===== src/rtl/tns_enc_09_seq_pkg.sv =====
// Shared TNS definitions: digit weights, data width, weight sum and encoder states.
package tns_enc_09_seq_pkg;

  localparam int unsigned TNS01_C = 1;
  localparam int unsigned TNS01_B = 2;
  localparam int unsigned TNS01_A = 4;
  localparam int unsigned TNS02_C = 7;
  localparam int unsigned TNS02_B = 13;
  localparam int unsigned TNS02_A = 24;
  localparam int unsigned TNS03_C = 44;
  localparam int unsigned TNS03_B = 81;
  localparam int unsigned TNS03_A = 149;

  localparam int unsigned TNS_WMAX09 = TNS01_C + TNS01_B + TNS01_A
                                     + TNS02_C + TNS02_B + TNS02_A
                                     + TNS03_C + TNS03_B + TNS03_A;

  // Wide enough for WMAX so the full range is encodable.
  localparam int unsigned BLEN03 = $clog2(TNS_WMAX09 + 1);

  typedef enum logic [1:0] {
    StIdle = 2'd0,
    StBusy = 2'd1,
    StDone = 2'd2
  } tns_state_e;

  // Weight of codeword digit idx; bit 8 is the heaviest, unused indices weigh 0.
  function automatic int unsigned tns_weight(input logic [3:0] idx);
    int unsigned w;
    case (idx)
      4'd8:    w = TNS03_A;
      4'd7:    w = TNS03_B;
      4'd6:    w = TNS03_C;
      4'd5:    w = TNS02_A;
      4'd4:    w = TNS02_B;
      4'd3:    w = TNS02_C;
      4'd2:    w = TNS01_A;
      4'd1:    w = TNS01_B;
      4'd0:    w = TNS01_C;
      default: w = 0;
    endcase
    return w;
  endfunction

endpackage


===== src/rtl/TNS_dec_09.sv =====
// 9-digit TNS decoder: sums the weights of all set codeword bits.
module TNS_dec_09
  import tns_enc_09_seq_pkg::*;
#(
  parameter int unsigned DATA_W = BLEN03
) (
  input  logic [8:0]        codein,
  output logic [DATA_W-1:0] dataout
);

  always_comb begin
    dataout = '0;
    for (int i = 0; i < 9; i++) begin
      if (codein[i]) begin
        dataout = dataout + DATA_W'(tns_weight(4'(i)));
      end
    end
  end

endmodule


===== src/rtl/tns_weight_sel.sv =====
// Combinational digit-index to weight mux, shared by TNS encoders of any width.
module tns_weight_sel
  import tns_enc_09_seq_pkg::*;
#(
  parameter int unsigned DATA_W = BLEN03
) (
  input  logic [3:0]        idx,
  output logic [DATA_W-1:0] weight
);

  always_comb begin
    weight = DATA_W'(tns_weight(idx));
  end

endmodule


===== src/rtl/tns_enc_09_seq.sv =====
// Sequential 9-digit TNS encoder, greedy MSB-first, one digit per cycle.
// Define TNS_ENC_CHECK_EN to add a decode-back self-check driving chk_err.
module tns_enc_09_seq
  import tns_enc_09_seq_pkg::*;
#(
  parameter int unsigned DATA_W = BLEN03,
  parameter int unsigned NDIG   = 9
) (
  input  logic              clk,
  input  logic              rst_n,
  input  logic              in_valid,
  output logic              in_ready,
  input  logic [DATA_W-1:0] datain,
  output logic              out_valid,
  input  logic              out_ready,
  output logic [8:0]        codeout,
  output logic              code_err,
  output logic              chk_err
);

  if (NDIG != 9) begin : g_ndig_check
    $error("tns_enc_09_seq: NDIG must be 9");
  end

  tns_state_e        state_q, state_d;
  logic [DATA_W-1:0] residue_q;
  logic [3:0]        idx_q;
  logic [8:0]        code_q;
  logic              err_q;

  logic [DATA_W-1:0] weight;
  logic              take;
  logic [DATA_W-1:0] residue_nxt;
  logic [8:0]        code_nxt;
  logic              accept;

  tns_weight_sel #(
    .DATA_W (DATA_W)
  ) u_weight_sel (
    .idx    (idx_q),
    .weight (weight)
  );

  // State register
  always_ff @(posedge clk or negedge rst_n) begin
    if (!rst_n) begin
      state_q <= StIdle;
    end else begin
      state_q <= state_d;
    end
  end

  // Next-state logic
  always_comb begin
    state_d = state_q;
    case (state_q)
      StIdle:  if (in_valid) state_d = StBusy;
      StBusy:  if (idx_q == 4'd0) state_d = StDone;
      StDone:  if (out_ready) state_d = StIdle;
      default: state_d = StIdle;
    endcase
  end

  // FSM outputs
  always_comb begin
    in_ready  = (state_q == StIdle);
    out_valid = (state_q == StDone);
  end

  assign accept = in_valid && in_ready;

  // One greedy step: subtract only when it cannot underflow.
  always_comb begin
    take        = (residue_q >= weight);
    residue_nxt = take ? (residue_q - weight) : residue_q;
    code_nxt    = code_q;
    code_nxt[idx_q] = take;
  end

  always_ff @(posedge clk or negedge rst_n) begin
    if (!rst_n) begin
      residue_q <= '0;
      idx_q     <= 4'd8;
      code_q    <= '0;
      err_q     <= 1'b0;
    end else if (accept) begin
      residue_q <= datain;
      idx_q     <= 4'd8;
      code_q    <= '0;
      err_q     <= 1'b0;
    end else if (state_q == StBusy) begin
      residue_q <= residue_nxt;
      code_q    <= code_nxt;
      if (idx_q != 4'd0) begin
        idx_q <= idx_q - 4'd1;
      end else begin
        err_q <= (residue_nxt != '0);
      end
    end
  end

  assign codeout  = code_q;
  assign code_err = err_q;

`ifdef TNS_ENC_CHECK_EN
  logic [DATA_W-1:0] cap_q;
  logic [DATA_W-1:0] decoded;
  logic              chk_q;

  // Decode the codeword as it will be registered on the final BUSY edge.
  TNS_dec_09 #(
    .DATA_W (DATA_W)
  ) u_dec (
    .codein  (code_nxt),
    .dataout (decoded)
  );

  always_ff @(posedge clk or negedge rst_n) begin
    if (!rst_n) begin
      cap_q <= '0;
      chk_q <= 1'b0;
    end else if (accept) begin
      cap_q <= datain;
      chk_q <= 1'b0;
    end else if (state_q == StBusy && idx_q == 4'd0) begin
      chk_q <= (decoded != cap_q) && (residue_nxt == '0);
    end
  end

  assign chk_err = chk_q;
`else
  assign chk_err = 1'b0;
`endif

endmodule

===== config.mk =====
export PLATFORM = sky130hd
export DESIGN_NAME = tns_enc_09_seq
export DESIGN_NICKNAME = d
export VERILOG_FILES = /design/src/rtl/tns_enc_09_seq_pkg.sv /design/src/rtl/TNS_dec_09.sv /design/src/rtl/tns_weight_sel.sv /design/src/rtl/tns_enc_09_seq.sv
export SDC_FILE = /design/constraint.sdc
export NUM_CORES = 1
export LEC_CHECK = 0
export ABC_AREA = 1
export ABC_CLOCK_PERIOD_IN_PS = 3110
export CAP_MARGIN = 20
export CORE_ASPECT_RATIO = 1.25
export CORE_MARGIN = 2
export CORE_UTILIZATION = 56
export DETAILED_ROUTE_END_ITERATION = 7
export GPL_ROUTABILITY_DRIVEN = 0
export GPL_TIMING_DRIVEN = 0
export PLACE_DENSITY = 0.8
export SETUP_SLACK_MARGIN = 0.2
export SYNTH_ARGS = -nofsm -noshare
export SYNTH_HDL_FRONTEND = slang
export SYNTH_HIERARCHICAL = 1
export SYNTH_SLANG_ARGS = --single-unit

===== constraint.sdc =====
create_clock -name clk -period 3.11 [get_ports clk]
set_clock_uncertainty 0.05 [all_clocks]
set_input_delay 0.933 -clock clk [delete_from_list [all_inputs] [get_ports clk]]
set_output_delay 0.933 -clock clk [all_outputs]
set_load 0.005 [all_outputs]

==> results.md <==
* Layout cells sized above 1 at 11.41%
* Clock Tree Buf Depth at 2
* CP Data Required Time at 3.23 ns
* Unrepaired setup endpoints after global routing: no
* Status: complete, no violations
* Antenna viol nets, final at 0
* Inserted Clock Buffers at 3
* Global-route wire length before repair at 7879 um
* CTS tree: done
* Setup_tns at 0 ns
* WL final at 4576 um
* Max-cap viol count at 0
* Largest net degree at the start of global routing at 15
* Hold Slack at 0.4488 ns
* Ys async rst share at 100.0%
* Final setup violation count at 0
* Dpl cells at 365
* Gr usage total at 23.60%
* Synth unique cells at 33
* Starting Density at 58.90%
* FP Rows at 24
* Area of the multi-input gates at 1224 um2
* Seq. cell area at 629.4 um2
* Crit-path leading delay family: simple AND/OR/NAND/NOR gates
* Vias in the first global route at 1813
* Post-Synthesis Net Count at 333
* Worst-Margin Slew at 0.6210 ns
* Residual DRC at 0
* Slew Limit Fails at 0
* Overflow left after global routing at 0
* Non-filler cells, final at 372
* H-tree depth at 1
* Fill cell total of the finished layout at 310
* Critical path, cell by cell: inv_2, ha_1, o21ai_1, ha_1, inv_1, fa_1, nand2_1, nand3_1, nand2_1, nand2_1, nand2_1, nand3_2, nand2_1, nand2_1, nor2_1, nand2_1, nand2_1, nand2_1
* Max incr delay on CP at 0.43 ns
* Synth Register Bits at 25
* Number of synthesized flops with an enable pin at 0
* Worst-path clk slew at 0.09 ns
* Total die area at 4201 um2
* Yosys warnings at 6
* CTS Sinks at 25
* Initial drt markers at 70
* Via-to-Cell Ratio at 5.038
* WL per Instance at 12.30 um
* Most used DFF post-synth: dfrtp_1
* Commonest cells after routing, fill and taps aside: nand2_1, inv_1, nor2_1
* Highest clock rate at 368.7 MHz
* Layout Utilization at 70.37%
* I/O pin cnt at 26
* Slew Limit Headroom at 58.47%
* Die height at 71.97 um
* DP Wirelength at 3650 um
* Avg Inst Size Synth at 6.875 um2
* Crit path arrival time at 2.83 ns
* Clk Latency, worst-skew pair at 0.27 ns
* Worst-path maximum fanout at 5
* Root buf cell: clkbuf_8
* Die width at 58.37 um
* CP dominant cell by count: nand2_1
* Fin crit share at 87.21%
* Commonest non-fill, non-tap cell in the layout: nand2_1
* Critical Path End Type: flip-flop
* Port buffer count at 24
* Via count at 1874
* Synth Cell Area at 2069 um2
* Core area at 3513 um2
* Initial antenna violation count at 0
* Pre-antenna DRT Iters at 4
* Setup CP Type: reg2reg
* Post-Synthesis Cells at 301
* Worst Hold Class: reg2reg
* CP max-delay cell: fa_1
* NumNets Final at 366
* Fin. Hold Viols at 0
* Worst Setup Start Kind: flip-flop
* Sequential-to-total area share from yosys stat at 30.29%
* Layout area overhead at 19.47%
* Final min period at 2.712 ns
* Diode count at 0
* WP buf/inv at 2
## routing by layer
layer,wire (um),global-route usage (%),vias up
met3,137,2.317,5
met2,2422,43.32,30
met4,44,5.426,0
met1,1972,29.42,832
li1,-,-,1007
met5,0,0,-
## synthesized netlist by cell type (3+ instances only)
master,instances,share of area (%)
dfrtp_1,24,29
nand3_2,4,1.9
nand3_1,17,4.1
nand3b_1,3,1.1
inv_1,47,8.5
ha_1,18,11
nor3_1,3,0.73
nand2_2,3,0.91
nand4_1,3,0.91
nand2_1,102,19
inv_2,3,0.54
o21ai_0,4,0.97
a21oi_1,3,0.73
o211ai_1,14,5.1
nor2_1,28,5.1
## worst reg2reg max path, cell delays in order, from the launching register on
cell and delay, ns:
dfrtp_2 0.42, inv_2 0.07, ha_1 0.29, o21ai_1 0.18
ha_1 0.17, inv_1 0.07, fa_1 0.43, nand2_1 0.13
nand3_1 0.13, nand2_1 0.11, nand2_1 0.06, nand2_1 0.06
nand3_2 0.06, nand2_1 0.08, nand2_1 0.06, nor2_1 0.09
nand2_1 0.05, nand2_1 0.06, nand2_1 0.05
## per-stage QoR
step / cell area (um2) / setup WS [ns]
finish: 2472 / 0.3977
CTS: 2420 / 0.2103
global route: 2472 / 0.1905
floorplan: 2069 / 0.6372
global placement: 2359 / 0.1947
detailed placement: 2374 / 0.2224
## state kept, by name (all words and copies together), names as in the netlist
| register | count |
|---|---|
| state_q | 2 |
| idx_q | 4 |
| code_err | 1 |
| residue_q | 9 |
| codeout | 9 |
## logic make-up after synthesis
group                      count (synthesis)  synth area share, %
AOI/OAI and AO/OA                         27                9.069
xor gates and xnor gates                   3                1.270
adders and majority gates                 19                11.85
buffers and inverters                     57                11.91
DFF                                       25                30.29
other                                      2               0.3629
and+or+nand+nor                          168                35.25
## worst paths after layout
| kind | from | to | slack [ns] | depth (start not counted) |
|---|---|---|---|---|
| max | idx_q[0] | code_err | 0.40 | 18 |
| min | code_err | code_err | 0.45 | 2 |
| max reg2reg | idx_q[0] | code_err | 0.40 | 18 |
| min reg2reg | code_err | code_err | 0.45 | 2 |
| max in group asynchronous | rst_n | idx_q[3] | 1.43 | 2 |
| min in group asynchronous | rst_n | codeout[5] | 0.99 | 1 |
## area by class of cell
class                   count  share of cell area [%]
plain buffers               7                   2.379
repair buffers             28                   11.23
clock inverters             1                  0.2024
well taps                  39                   1.974
clock buffers               3                   1.670
flip-flops and latches     25                   25.46
inverters                  50                   7.591
multi-input cells         219                   49.49
## repair_timing
action                     in CTS  in global routing
hold buffers                    0                  0
setup endpoints to repair       0                  2
buffers inserted                0                  3
gates resized for setup         0                  8
Power is left out: the tool's default activity adds up to more than one toggle a clock period on the data nets, which glitch-free logic cannot reach.
